[src/rtl/roulette_round_ctrl_if.sv]
// Bus bundle for roulette_round_ctrl: keyboard bet input, wheel handshake, bet-slot write port and status.
// master = keyboard decoder / processor side, slave = round controller.
interface roulette_round_ctrl_if;
  logic       key_valid;
  logic [5:0] key_opcode;
  logic [2:0] chip_color;
  logic       spin_done;
  logic [5:0] result_number;
  logic       bet_wr_en;
  logic [3:0] bet_wr_idx;
  logic [7:0] bet_wr_data;
  logic [3:0] bet_count;
  logic       bets_full;
  logic       spin_check;
  logic       result_valid;
  logic [5:0] result_latched;
  logic       spin_timeout;
  logic       key_rejected;
  logic [2:0] state;

  modport master (
    output key_valid, key_opcode, chip_color, spin_done, result_number,
    input  bet_wr_en, bet_wr_idx, bet_wr_data, bet_count, bets_full, spin_check,
           result_valid, result_latched, spin_timeout, key_rejected, state
  );

  modport slave (
    input  key_valid, key_opcode, chip_color, spin_done, result_number,
    output bet_wr_en, bet_wr_idx, bet_wr_data, bet_count, bets_full, spin_check,
           result_valid, result_latched, spin_timeout, key_rejected, state
  );
endinterface

[src/rtl/roulette_round_ctrl.sv]
// Roulette round sequencer: bet entry, spin handshake with timeout, result capture, slot clear.
// Optional ROULETTE_UNDO_EN: opcode 6'b111101 removes the most recent bet.
module roulette_round_ctrl #(
  parameter int unsigned MAX_BETS     = 12,
  parameter logic [23:0] SPIN_TIMEOUT = 24'd10_000_000
) (
  input logic                  clock,
  input logic                  reset,
  roulette_round_ctrl_if.slave bus
);

  localparam logic [5:0] OP_SPIN  = 6'b111110;
  localparam logic [5:0] OP_CLEAR = 6'b111111;
`ifdef ROULETTE_UNDO_EN
  localparam logic [5:0] OP_UNDO  = 6'b111101;
`endif
  localparam logic [3:0] FULL_CNT = 4'(MAX_BETS);
  localparam logic [3:0] LAST_IDX = 4'(MAX_BETS - 1);

  typedef enum logic [2:0] {
    BETTING  = 3'd0,
    SPINNING = 3'd1,
    RESULT   = 3'd2,
    CLEAR    = 3'd3
  } state_t;

  state_t      cur, nxt;
  logic        wr_en_q, wr_en_d;
  logic [3:0]  wr_idx_q, wr_idx_d;
  logic [7:0]  wr_data_q, wr_data_d;
  logic [3:0]  count_q, count_d;
  logic        full_q, full_d;
  logic        spin_check_q, spin_check_d;
  logic        rvalid_q, rvalid_d;
  logic [5:0]  rlatched_q, rlatched_d;
  logic        timeout_q, timeout_d;
  logic        rejected_q, rejected_d;
  logic [23:0] tcnt_q, tcnt_d;

  always_ff @(posedge clock or negedge reset) begin
    if (!reset) begin
      cur          <= BETTING;
      wr_en_q      <= 1'b0;
      wr_idx_q     <= '0;
      wr_data_q    <= '0;
      count_q      <= '0;
      full_q       <= 1'b0;
      spin_check_q <= 1'b0;
      rvalid_q     <= 1'b0;
      rlatched_q   <= '0;
      timeout_q    <= 1'b0;
      rejected_q   <= 1'b0;
      tcnt_q       <= '0;
    end else begin
      cur          <= nxt;
      wr_en_q      <= wr_en_d;
      wr_idx_q     <= wr_idx_d;
      wr_data_q    <= wr_data_d;
      count_q      <= count_d;
      full_q       <= full_d;
      spin_check_q <= spin_check_d;
      rvalid_q     <= rvalid_d;
      rlatched_q   <= rlatched_d;
      timeout_q    <= timeout_d;
      rejected_q   <= rejected_d;
      tcnt_q       <= tcnt_d;
    end
  end

  // The clear write for slot 0 is issued on the edge that enters CLEAR, so the
  // MAX_BETS clear writes line up exactly with the MAX_BETS CLEAR cycles.
  always_comb begin
    nxt        = cur;
    wr_en_d    = 1'b0;
    wr_idx_d   = wr_idx_q;
    wr_data_d  = wr_data_q;
    count_d    = count_q;
    rvalid_d   = 1'b0;
    rlatched_d = rlatched_q;
    timeout_d  = 1'b0;
    rejected_d = 1'b0;
    tcnt_d     = '0;
    unique case (cur)
      BETTING: begin
        if (bus.key_valid) begin
          if (bus.key_opcode == OP_SPIN) begin
            if (count_q != 4'd0) nxt = SPINNING;
            else                 rejected_d = 1'b1;
          end else if (bus.key_opcode == OP_CLEAR) begin
            nxt       = CLEAR;
            wr_en_d   = 1'b1;
            wr_idx_d  = '0;
            wr_data_d = '0;
`ifdef ROULETTE_UNDO_EN
          end else if (bus.key_opcode == OP_UNDO) begin
            if (count_q != 4'd0) begin
              wr_en_d   = 1'b1;
              wr_idx_d  = count_q - 4'd1;
              wr_data_d = '0;
              count_d   = count_q - 4'd1;
            end else begin
              rejected_d = 1'b1;
            end
`endif
          end else if (bus.chip_color != 3'b000 && count_q != FULL_CNT) begin
            wr_en_d   = 1'b1;
            wr_idx_d  = count_q;
            wr_data_d = {bus.chip_color[1:0], bus.key_opcode};
            count_d   = count_q + 4'd1;
          end else begin
            rejected_d = 1'b1;
          end
        end
      end
      SPINNING: begin
        rejected_d = bus.key_valid;
        if (bus.spin_done) begin
          rlatched_d = bus.result_number;
          rvalid_d   = 1'b1;
          nxt        = RESULT;
        end else if (tcnt_q == SPIN_TIMEOUT - 24'd1) begin
          timeout_d = 1'b1;
          nxt       = CLEAR;
          wr_en_d   = 1'b1;
          wr_idx_d  = '0;
          wr_data_d = '0;
        end else begin
          tcnt_d = tcnt_q + 24'd1;
        end
      end
      RESULT: begin
        rejected_d = bus.key_valid;
        nxt        = CLEAR;
        wr_en_d    = 1'b1;
        wr_idx_d   = '0;
        wr_data_d  = '0;
      end
      CLEAR: begin
        rejected_d = bus.key_valid;
        if (wr_idx_q == LAST_IDX) begin
          nxt     = BETTING;
          count_d = '0;
        end else begin
          wr_en_d   = 1'b1;
          wr_idx_d  = wr_idx_q + 4'd1;
          wr_data_d = '0;
        end
      end
      default: nxt = BETTING;
    endcase
    spin_check_d = (nxt == SPINNING);
    full_d       = (count_d == FULL_CNT);
  end

  assign bus.bet_wr_en      = wr_en_q;
  assign bus.bet_wr_idx     = wr_idx_q;
  assign bus.bet_wr_data    = wr_data_q;
  assign bus.bet_count      = count_q;
  assign bus.bets_full      = full_q;
  assign bus.spin_check     = spin_check_q;
  assign bus.result_valid   = rvalid_q;
  assign bus.result_latched = rlatched_q;
  assign bus.spin_timeout   = timeout_q;
  assign bus.key_rejected   = rejected_q;
  assign bus.state          = cur;

endmodule

[src/flat_wrapper.sv]
// flat-port wrapper written by rule: the top's interface ports become plain ports
module roulette_round_ctrl_flat 
#(
  parameter int unsigned MAX_BETS     = 12,
  parameter logic [23:0] SPIN_TIMEOUT = 24'd10_000_000
)
  (clock, reset, bus_key_valid, bus_key_opcode, bus_chip_color, bus_spin_done, bus_result_number, bus_bet_wr_en, bus_bet_wr_idx, bus_bet_wr_data, bus_bet_count, bus_bets_full, bus_spin_check, bus_result_valid, bus_result_latched, bus_spin_timeout, bus_key_rejected, bus_state);
  roulette_round_ctrl_if bus_i ();
  input logic clock;
  input logic reset;
  input wire logic [$bits(bus_i.key_valid)-1:0] bus_key_valid;
  input wire logic [$bits(bus_i.key_opcode)-1:0] bus_key_opcode;
  input wire logic [$bits(bus_i.chip_color)-1:0] bus_chip_color;
  input wire logic [$bits(bus_i.spin_done)-1:0] bus_spin_done;
  input wire logic [$bits(bus_i.result_number)-1:0] bus_result_number;
  output wire logic [$bits(bus_i.bet_wr_en)-1:0] bus_bet_wr_en;
  output wire logic [$bits(bus_i.bet_wr_idx)-1:0] bus_bet_wr_idx;
  output wire logic [$bits(bus_i.bet_wr_data)-1:0] bus_bet_wr_data;
  output wire logic [$bits(bus_i.bet_count)-1:0] bus_bet_count;
  output wire logic [$bits(bus_i.bets_full)-1:0] bus_bets_full;
  output wire logic [$bits(bus_i.spin_check)-1:0] bus_spin_check;
  output wire logic [$bits(bus_i.result_valid)-1:0] bus_result_valid;
  output wire logic [$bits(bus_i.result_latched)-1:0] bus_result_latched;
  output wire logic [$bits(bus_i.spin_timeout)-1:0] bus_spin_timeout;
  output wire logic [$bits(bus_i.key_rejected)-1:0] bus_key_rejected;
  output wire logic [$bits(bus_i.state)-1:0] bus_state;
  assign bus_i.key_valid = bus_key_valid;
  assign bus_i.key_opcode = bus_key_opcode;
  assign bus_i.chip_color = bus_chip_color;
  assign bus_i.spin_done = bus_spin_done;
  assign bus_i.result_number = bus_result_number;
  assign bus_bet_wr_en = bus_i.bet_wr_en;
  assign bus_bet_wr_idx = bus_i.bet_wr_idx;
  assign bus_bet_wr_data = bus_i.bet_wr_data;
  assign bus_bet_count = bus_i.bet_count;
  assign bus_bets_full = bus_i.bets_full;
  assign bus_spin_check = bus_i.spin_check;
  assign bus_result_valid = bus_i.result_valid;
  assign bus_result_latched = bus_i.result_latched;
  assign bus_spin_timeout = bus_i.spin_timeout;
  assign bus_key_rejected = bus_i.key_rejected;
  assign bus_state = bus_i.state;
  roulette_round_ctrl #(.MAX_BETS(MAX_BETS), .SPIN_TIMEOUT(SPIN_TIMEOUT)) u_core (.clock(clock), .reset(reset), .bus(bus_i));
endmodule
[config.mk]
export PLATFORM = sky130hd
export DESIGN_NAME = roulette_round_ctrl_flat
export DESIGN_NICKNAME = d
export VERILOG_FILES = /design/src/rtl/roulette_round_ctrl_if.sv /design/src/rtl/roulette_round_ctrl.sv /design/src/flat_wrapper.sv
export SDC_FILE = /design/constraint.sdc
export NUM_CORES = 1
export LEC_CHECK = 0
export BUFFER_PORTS_ARGS = -buffer_cell sky130_fd_sc_hd__buf_4
export CAP_MARGIN = 0
export CORE_UTILIZATION = 50
export DETAILED_ROUTE_END_ITERATION = 8
export PLACE_DENSITY = 0.88
export RECOVER_POWER = 100
export SYNTH_ARGS = -nofsm -noshare
export SYNTH_HDL_FRONTEND = slang
export SYNTH_SLANG_ARGS = --single-unit
[constraint.sdc]
create_clock -name clock -period 1.95 [get_ports clock]
set_input_delay 0.195 -clock clock [delete_from_list [all_inputs] [get_ports clock]]
set_output_delay 0.195 -clock clock [all_outputs]
set_load 0.02 [all_outputs]
==> results.json, run 1 <==
{
  "port_buffers": 49,
  "coreArea_sq_um": 5140,
  "fin_tns_setup_ps": 0,
  "clockRootBuffer": "clkbuf_8",
  "drt_wl_total_mm": 6.10,
  "stdcell_count": 411,
  "clock-sinks": 55,
  "drive_above_1_share_pct": 23.8,
  "drt.antenna.violating_nets": 0,
  "fillCellCount": 441,
  "p_leak_nw": 1.50,
  "crit_fanout": 5,
  "wl_met1_mm": 2.58,
  "setup_viol": 0,
  "critical_path_class": "reg -> reg",
  "slowest_delay_ps": 570,
  "finalHoldViolCount": 0,
  "multiInputGateArea_sq_um": 1280,
  "die_y_um": 75.4,
  "antenna_found_initial": 0,
  "synth.distinct_cells": 42,
  "insertion_delay_ps": 310,
  "fin_nets": 363,
  "start_kind": "flop",
  "htree_levels": 2,
  "clk_pin_slew_ps": 100,
  "wl_met2_mm": 3.06,
  "wl_met3_um": 349,
  "start_util_pct": 52.4,
  "dpl.hpwl_mm": 4.56,
  "grt_usage_pct": 23.0,
  "cts_tree": "done",
  "drt-wirelength-per-cell_um": 14.8,
  "highest_layer": "met4",
  "firstDrtPassIters": 4,
  "ys_warn_count": 0,
  "status": "complete, no violations",
  "row_count": 26,
  "worst_slew_pin_slew_ps": 1290,
  "synthArstFlopShare_pct": 100,
  "cp-end-kind": "flop",
  "ys_ff_latch": 55,
  "syn_inst": 263,
  "ys.flop_type": "dfrtp_1",
  "grt_pass1_vias": 2167,
  "clock_skew_ps": 6.79,
  "rsz0062_at_grt": "yes",
  "drtIter0Drc": 92,
  "synth.avg_cell_area_sq_um": 10.2,
  "fp.dieW_um": 75.4,
  "clk_path_buf_depth": 2,
  "num_vias": 2215,
  "numCtsBuffers": 5,
  "peakVddDrop_v": 0.000489,
  "path_cells": "or4b_4 > a21oi_4 > nand2_4 > mux2_4 > nor4bb_2",
  "antenna_cells": 0,
  "synth_edf_count": 0,
  "syn_area_sq_um": 2700,
  "critPathRequiredTime_ps": 2170,
  "gp_congestion": 0.964,
  "ys_seq_area_share_pct": 51.1,
  "seq_area_sq_um": 1380,
  "fin_crit_ps": 1940,
  "power.density_nw_per_um2": 970,
  "hold_path.class": "in -> reg",
  "slowest_stage": "or4b_4",
  "synth_nets": 286,
  "period_share_pct": 99.4,
  "critical_path_arrival_ps": 2160,
  "place_inst": 399,
  "slew_viol_final": 0,
  "fmax_ghz": 0.516,
  "vias_per_cell": 5.39,
  "route.detailed.drc": 0,
  "die-area_sq_um": 5690,
  "ioPinCount": 50,
  "maxSlewHeadroom_pct": 13.9,
  "grt_max_degree": 56,
  "areaGrowthSynthToFinish_pct": 25.5,
  "maxCapViolations": 0,
  "power_mw": 3.28,
  "grt_pass1_wl_mm": 9.76,
  "grt_remaining_overflow": 0
}
-- through the flow --
step                      area (sq um)  utilization, %  worst slack, ps  hold slack [ps]
after CTS                         3420            66.5            -10.0              105
after detailed placement          3320            64.5             4.20              282
after global routing              3380            65.8            -61.7             97.5
final                             3380            65.8             12.4              111
after floorplan                   2700               -             14.4             -101
after global placement            3320            64.5             93.6              273
-- registers in the layout (all words and copies together) (netlist names) --
register,count
u_core.bus.result_valid,1
u_core.tcnt_q,24
u_core.bus.result_latched,6
u_core.bus.bet_wr_data,8
u_core.bus.spin_timeout,1
u_core.bus.state,3
u_core.bus.bet_count,4
u_core.bus.bet_wr_en,1
u_core.bus.bet_wr_idx,4
u_core.bus.key_rejected,1
u_core.bus.bets_full,1
u_core.bus.spin_check,1
-- Yosys cell counts, types with 2 or more instances --
library cell,instances,area (sq um)
nor3_1,9,45.0
nand2b_1,3,18.8
a21oi_1,5,25.0
mux2_2,9,101
xor2_1,5,43.8
nand2_1,25,93.8
ha_1,4,50.1
a31oi_1,2,12.5
nor2_1,31,116
xnor2_1,17,149
and3_1,4,25.0
nand3_1,10,50.1
nor3b_1,4,30.0
and4_1,5,43.8
nor4_1,7,43.8
nand4_1,5,31.3
dfrtp_1,55,1380
mux2i_1,10,100
clkbuf_1,6,22.5
inv_1,16,60.1
o21ai_0,4,20.0
o22ai_1,2,12.5
nor4b_1,4,35.0
nor2b_1,3,18.8
-- per-layer routing --
layer  global-route usage (%)  vias up
li1                         -     1065
met1                     28.5     1062
met2                     38.7       78
met3                     4.89       10
met4                     10.5        0
met5                        0        -
-- report_power, final --
part	switching [mW]	internal, mW
Sequential	0.162	1.35
Combinational	0.676	0.447
Clock	0.388	0.258
Total	1.23	2.05
-- final timing paths --
| check | startpoint | to | slack [ps] | cells past startpoint |
|---|---|---|---|---|
| setup / recovery | u_core.bus.state[1] | u_core.bus.bets_full | 10 | 5 |
| hold / removal | bus_result_number[3] | u_core.bus.result_latched[3] | 110 | 2 |
| setup reg to reg | u_core.bus.state[1] | u_core.bus.bets_full | 10 | 5 |
| hold reg to reg | u_core.bus.result_latched[3] | u_core.bus.result_latched[3] | 520 | 1 |
| max in group asynchronous | reset | u_core.bus.state[2] | 390 | 2 |
| min in group asynchronous | reset | u_core.bus.bet_wr_data[1] | 700 | 2 |
-- what timing repair did --
action	in CTS	in global routing
resized for setup	0	12
buffers inserted	0	3
setup endpoints to repair	1	15
pin swaps	2	3
hold endpoints to repair	55	0
hold buffers	1	0
-- layout make-up --
class                      count  share of cell area [%]
sequential                    55                    40.8
multi-input combinational    185                    38.0
timing repair buffer          77                    14.1
tap                           70                    2.59
clock buffer                   5                    2.03
inverter                      16                    1.78
clock inverter                 3                   0.703
-- critical path: cells and delay by family (launching register included) --
family          cells  cell delay, ps
mux                 1             320
compound gates      1             200
simple gates        3             920
flops               1             400
-- cells in the final DEF (no fill, tap or decap), types with 3 or more instances in the layout --
cell / netlist / final
dfrtp_1: 55 / 53
xor2_1: 5 / 5
nor3b_1: 4 / 4
nor2b_1: 3 / 3
a21oi_1: 5 / 5
nand3_1: 10 / 9
and3_1: 4 / 4
nor4_1: 7 / 4
and4_1: 5 / 4
o21ai_0: 4 / 4
xnor2_1: 17 / 17
nand4_1: 5 / 5
nand2_1: 25 / 25
mux2_2: 9 / 9
nor4b_1: 4 / 4
clkbuf_1: 6 / 30
nor2_1: 31 / 31
buf_4: 0 / 44
inv_1: 16 / 16
nor3_1: 9 / 9
nor4_2: 0 / 3
clkbuf_8: 0 / 5
mux2i_1: 10 / 10
-- cell families after synthesis --
| family | after synthesis | synth area share [%] |
|---|---|---|
| compound gates | 21 | 5.57 |
| mux | 20 | 8.03 |
| fa+ha+maj | 4 | 1.86 |
| xor+xnor | 22 | 7.15 |
| flops | 55 | 51.1 |
| buf+inv | 23 | 3.25 |
| simple gates | 117 | 22.9 |
| other cells | 1 | 0.139 |
No activity file was read; power rests on OpenSTA's default activity.
==> run 2, diff against run 1 <==
- CORE_ASPECT_RATIO: not set -> 1.1
==> results.json, run 2 (synthesis results as in run 1) <==
{
  "drt_wl_total_mm": 6.25,
  "htree_levels": 2,
  "stdcell_area_sq_um": 3410,
  "clockRootBuffer": "clkbuf_8",
  "internal-power_mw": 2.28,
  "maxSlewHeadroom_pct": 11.0,
  "route.detailed.drc": 0,
  "worst_slack_ps": 45.7,
  "antenna_cells": 0,
  "start_util_pct": 52.8,
  "p_comb_share_pct": 31.3,
  "worst_slew_pin_slew_ps": 1340,
  "reg2reg_to": "u_core.bus.bets_full",
  "switching_share_pct": 34.3,
  "critical_path_class": "reg -> reg",
  "regToRegStartpoint": "u_core.bus.state[0]",
  "startpoint": "u_core.bus.state[0]",
  "firstDrtPassIters": 4,
  "grt_pass1_wl_mm": 9.72,
  "critical_path_arrival_ps": 2130,
  "fmax_ghz": 0.525,
  "placed_area_sq_um": 3320,
  "ioPinCount": 50,
  "hold_path.class": "in -> reg",
  "coreArea_sq_um": 5100,
  "cp-end-kind": "flop",
  "place_inst": 401,
  "fin_tns_setup_ps": 0,
  "areaGrowthSynthToFinish_pct": 26.6,
  "ff2ff_setup_slack_ps": 50,
  "clock-sinks": 55,
  "peakVddDrop_v": 0.000499,
  "slew_viol_final": 0,
  "insertion_delay_ps": 310,
  "cts_tree": "done",
  "crit_fanout": 3,
  "grt_max_degree": 56,
  "fillCellCount": 422,
  "reg2reg_depth": 6,
  "row_count": 27,
  "power_frac_seq_pct": 43.6,
  "drive_above_1_share_pct": 21.3,
  "power.switching_mw": 1.19,
  "status": "complete, no violations",
  "grt_usage_pct": 22.2,
  "endpoint": "u_core.bus.bets_full",
  "grt_pass1_vias": 2114,
  "fin_crit_ps": 1900,
  "drt-wirelength-per-cell_um": 15.1,
  "gp_congestion": 0.849,
  "dpl.hpwl_mm": 4.33,
  "clock_skew_ps": 13.9,
  "holdWs_ps": 121,
  "numCtsBuffers": 5,
  "num_vias": 2290,
  "fin_nets": 365,
  "final_core_util_pct": 66.9,
  "clk_pin_slew_ps": 100,
  "setup_viol": 0,
  "drt.antenna.violating_nets": 0,
  "p_leak_nw": 1.53,
  "clk_path_buf_depth": 2,
  "stdcell_count": 415,
  "start_kind": "flop",
  "die-area_sq_um": 5690,
  "period_share_pct": 97.7,
  "grt_remaining_overflow": 0,
  "power.density_nw_per_um2": 1020,
  "vias_per_cell": 5.52,
  "final_common_cell": "dfrtp_1",
  "final_cell_mix": "dfrtp_1, buf_4, clkbuf_1, nor2_1, nand2_1",
  "finalHoldViolCount": 0,
  "critPathRequiredTime_ps": 2180,
  "maxCapViolations": 0,
  "power_mw": 3.47,
  "largest_reg_flops": 24,
  "drtIter0Drc": 138,
  "die_y_um": 79,
  "antenna_found_initial": 0,
  "power_frac_clock_pct": 25.1,
  "port_buffers": 49,
  "rsz0062_at_grt": "yes",
  "pre_cts_slack_ps": 50.9,
  "largest-register": "u_core.tcnt_q",
  "fp.dieW_um": 72
}
-- run 2: cell types whose count changed in the layout (fill, tap and decap cells not counted), moves of 2 or more --
cell,previous run,this run
clkbuf_1,30,34
clkinvlp_4,2,0
bufinv_16,0,2
ha_1,2,4
ha_2,2,0
buf_4,44,42
-- run 2: timing repair --
item | CTS | global route
hold buffers | 1 | 0
hold endpoints to repair | 55 | 0
resized for setup | 0 | 7
endpoints found under the setup margin | 0 | 13
buffers inserted | 0 | 5
-- run 2: how the worst min path moves through the flow --
stage,from,endpoint,cells past startpoint
2_1_floorplan,reset,u_core.bus.bet_count[0],0
3_3_place_gp,reset,u_core.bus.bet_wr_en,1
3_5_place_dp,reset,u_core.bus.bet_wr_data[3],1
4_1_cts,bus_result_number[0],u_core.bus.result_latched[0],2
5_1_grt,bus_result_number[2],u_core.bus.result_latched[2],2
6_report,bus_result_number[2],u_core.bus.result_latched[2],2
-- run 2: area by class of cell --
cell class              count  area, sq um  share of cell area [%]
well taps                  72         90.1                    2.64
multi-input cells         185         1270                    37.2
inverters                  16         60.1                    1.76
clock inverters             2         60.1                    1.76
clock buffers               6         72.6                    2.13
repair buffers             79          482                    14.1
flip-flops and latches     55         1380                    40.4
-- run 2: per-layer routing --
layer / track usage (%) / vias up / part of all wire, %
met3: 3.81 / 21 / 5.6
met1: 26.0 / 1104 / 40
li1: - / 1074 / -
met2: 40.0 / 91 / 51
met5: 0 / - / 0
met4: 9.22 / 0 / 3.0
-- run 2: power by group through the flow --
stage          Sequential, mW  Clock (mW)  Combinational (mW)
4_1_cts                  1.53       0.890                1.21
3_5_place_dp             1.55           0                1.20
3_3_place_gp             1.53           0                1.16
2_1_floorplan            1.79           0               0.379
6_report                 1.51       0.871                1.08
5_1_grt                  1.54       0.925                1.16
-- run 2: worst max-delay path, cell delays in order (launching register included) --
cell	delay (ps)
dfrtp_1	390
or4b_4	560
a21oi_4	180
clkbuf_4	160
nand3_1	90
mux2i_1	190
nor4bb_2	230
==> run 3, diff against run 2 <==
- MAX_ROUTING_LAYER: not set -> met4
- RECOVER_POWER: 100 -> not set
==> results.json, run 3 (synthesis results as in run 1) <==
{
  "dpl.hpwl_mm": 4.33,
  "grt_usage_pct": 22.9,
  "crit_fanout": 5,
  "grt_max_degree": 56,
  "coreArea_sq_um": 5100,
  "rsz0062_at_grt": "yes",
  "stdcell_count": 415,
  "clockRootBuffer": "clkbuf_8",
  "maxCapViolations": 0,
  "hold_path.class": "in -> reg",
  "start_util_pct": 52.8,
  "num_vias": 2293,
  "drt-wirelength-per-cell_um": 15.1,
  "slew_viol_final": 0,
  "p_leak_nw": 1.66,
  "critical_path_arrival_ps": 2130,
  "path_cells": "or4b_4 > a21oi_4 > nand2_4 > mux2_4 > nor4bb_2",
  "die-area_sq_um": 5690,
  "grt_remaining_overflow": 0,
  "period_share_pct": 97.9,
  "final_common_cell": "buf_4",
  "slowest_stage": "or4b_4",
  "setup_viol": 0,
  "largest-register": "u_core.tcnt_q",
  "die_y_um": 79,
  "slowest_delay_ps": 560,
  "cp-end-kind": "flop",
  "critPathRequiredTime_ps": 2170,
  "start_kind": "flop",
  "drtIter0Drc": 159,
  "port_buffers": 49,
  "drt_wl_total_mm": 6.28,
  "power.density_nw_per_um2": 1030,
  "wl_met1_mm": 2.55,
  "firstDrtPassIters": 4,
  "finalHoldViolCount": 0,
  "maxSlewHeadroom_pct": 54.7,
  "clk_path_buf_depth": 2,
  "wl_met3_um": 314,
  "stdcell_area_sq_um": 3540,
  "whs_path_depth": 3,
  "cts_tree": "done",
  "wl_met2_mm": 3.26,
  "ioPinCount": 50,
  "vias_per_cell": 5.53,
  "highest_layer": "met4",
  "grt_pass1_wl_mm": 9.74,
  "reg2reg_depth": 5,
  "clock_skew_ps": 15.1,
  "place_inst": 401,
  "final_cell_mix": "buf_4, dfrtp_1, nor2_1, nand2_1, xnor2_1",
  "gp_congestion": 0.862,
  "fin_nets": 365,
  "row_count": 27,
  "areaGrowthSynthToFinish_pct": 31.4,
  "drive_above_1_share_pct": 30.9,
  "drt.antenna.violating_nets": 0,
  "placed_area_sq_um": 3320,
  "status": "complete, no violations",
  "worst_slew_pin_slew_ps": 679,
  "clk_pin_slew_ps": 100,
  "insertion_delay_ps": 310,
  "fin_crit_ps": 1910,
  "antenna_cells": 0,
  "antenna_found_initial": 0,
  "clock-sinks": 55,
  "peakVddDrop_v": 0.000506,
  "fp.dieW_um": 72,
  "fmax_ghz": 0.524,
  "critical_path_class": "reg -> reg",
  "htree_levels": 2,
  "numCtsBuffers": 5,
  "grt_pass1_vias": 2116,
  "route.detailed.drc": 0,
  "largest_reg_flops": 24
}
==> run 3: cell type report <==
| cell class | count | area, sq um |
|---|---|---|
| Inverter | 16 | 60.1 |
| Fill cell | 371 | 1560 |
| Tap cell | 72 | 90.1 |
| Clock inverter | 2 | 60.1 |
| Timing Repair Buffer | 79 | 612 |
| Sequential cell | 55 | 1380 |
| Multi-Input combinational cell | 185 | 1270 |
| Clock buffer | 6 | 72.6 |
==> run 3: per-layer routing <==
| metal | vias to the layer above | GRT usage, % |
|---|---|---|
| li1 | 1072 | - |
| met1 | 1122 | 26.3 |
| met2 | 86 | 39.9 |
| met3 | 13 | 3.81 |
| met4 | 0 | 9.22 |
| met5 | - | - |
==> run 3: what timing repair did <==
| item | CTS | global route |
|---|---|---|
| buffers inserted | 0 | 5 |
| endpoints found under the hold margin | 55 | 0 |
| endpoints found under the setup margin | 0 | 13 |
| resized for setup | 0 | 7 |
| hold buffers | 1 | 0 |
==> run 3: worst paths after layout <==
kind	to	slack [ps]	from
min in group asynchronous	u_core.bus.bet_wr_idx[0]	470	reset
hold reg to reg	u_core.bus.result_latched[3]	520	u_core.bus.result_latched[3]
setup / recovery	u_core.bus.bets_full	40	u_core.bus.state[0]
max in group asynchronous	u_core.bus.state[2]	1000	reset
hold / removal	u_core.bus.key_rejected	120	bus_key_valid
setup reg to reg	u_core.bus.bets_full	40	u_core.bus.state[0]
==> run 3: stage by stage <==
step | total power [mW] | hold WS (ps) | worst slack [ps] | util (%) | setup TNS (ps)
6_report | 3.66 | 120 | 40.9 | 69.4 | 0
5_1_grt | 3.82 | 111 | -38.8 | 69.4 | -48.6
4_1_cts | 3.62 | 111 | 18.3 | 67.9 | 0
3_5_place_dp | 2.75 | 278 | 50.9 | 65.1 | 0
3_3_place_gp | 2.69 | 268 | 111 | 65.1 | 0
2_1_floorplan | 2.17 | -101 | 14.4 | - | 0
==> run 3: worst max-delay path, delay by kind of cell, from the launching register on <==
kind,cells,cell delay (ps)
simple gates,3,920
flops,1,400
compound gates,1,180
mux,1,320
==> run 3: power by group <==
group	internal, mW	switching (mW)
clock	0.513	0.357
combinational	0.597	0.665
sequential	1.35	0.173
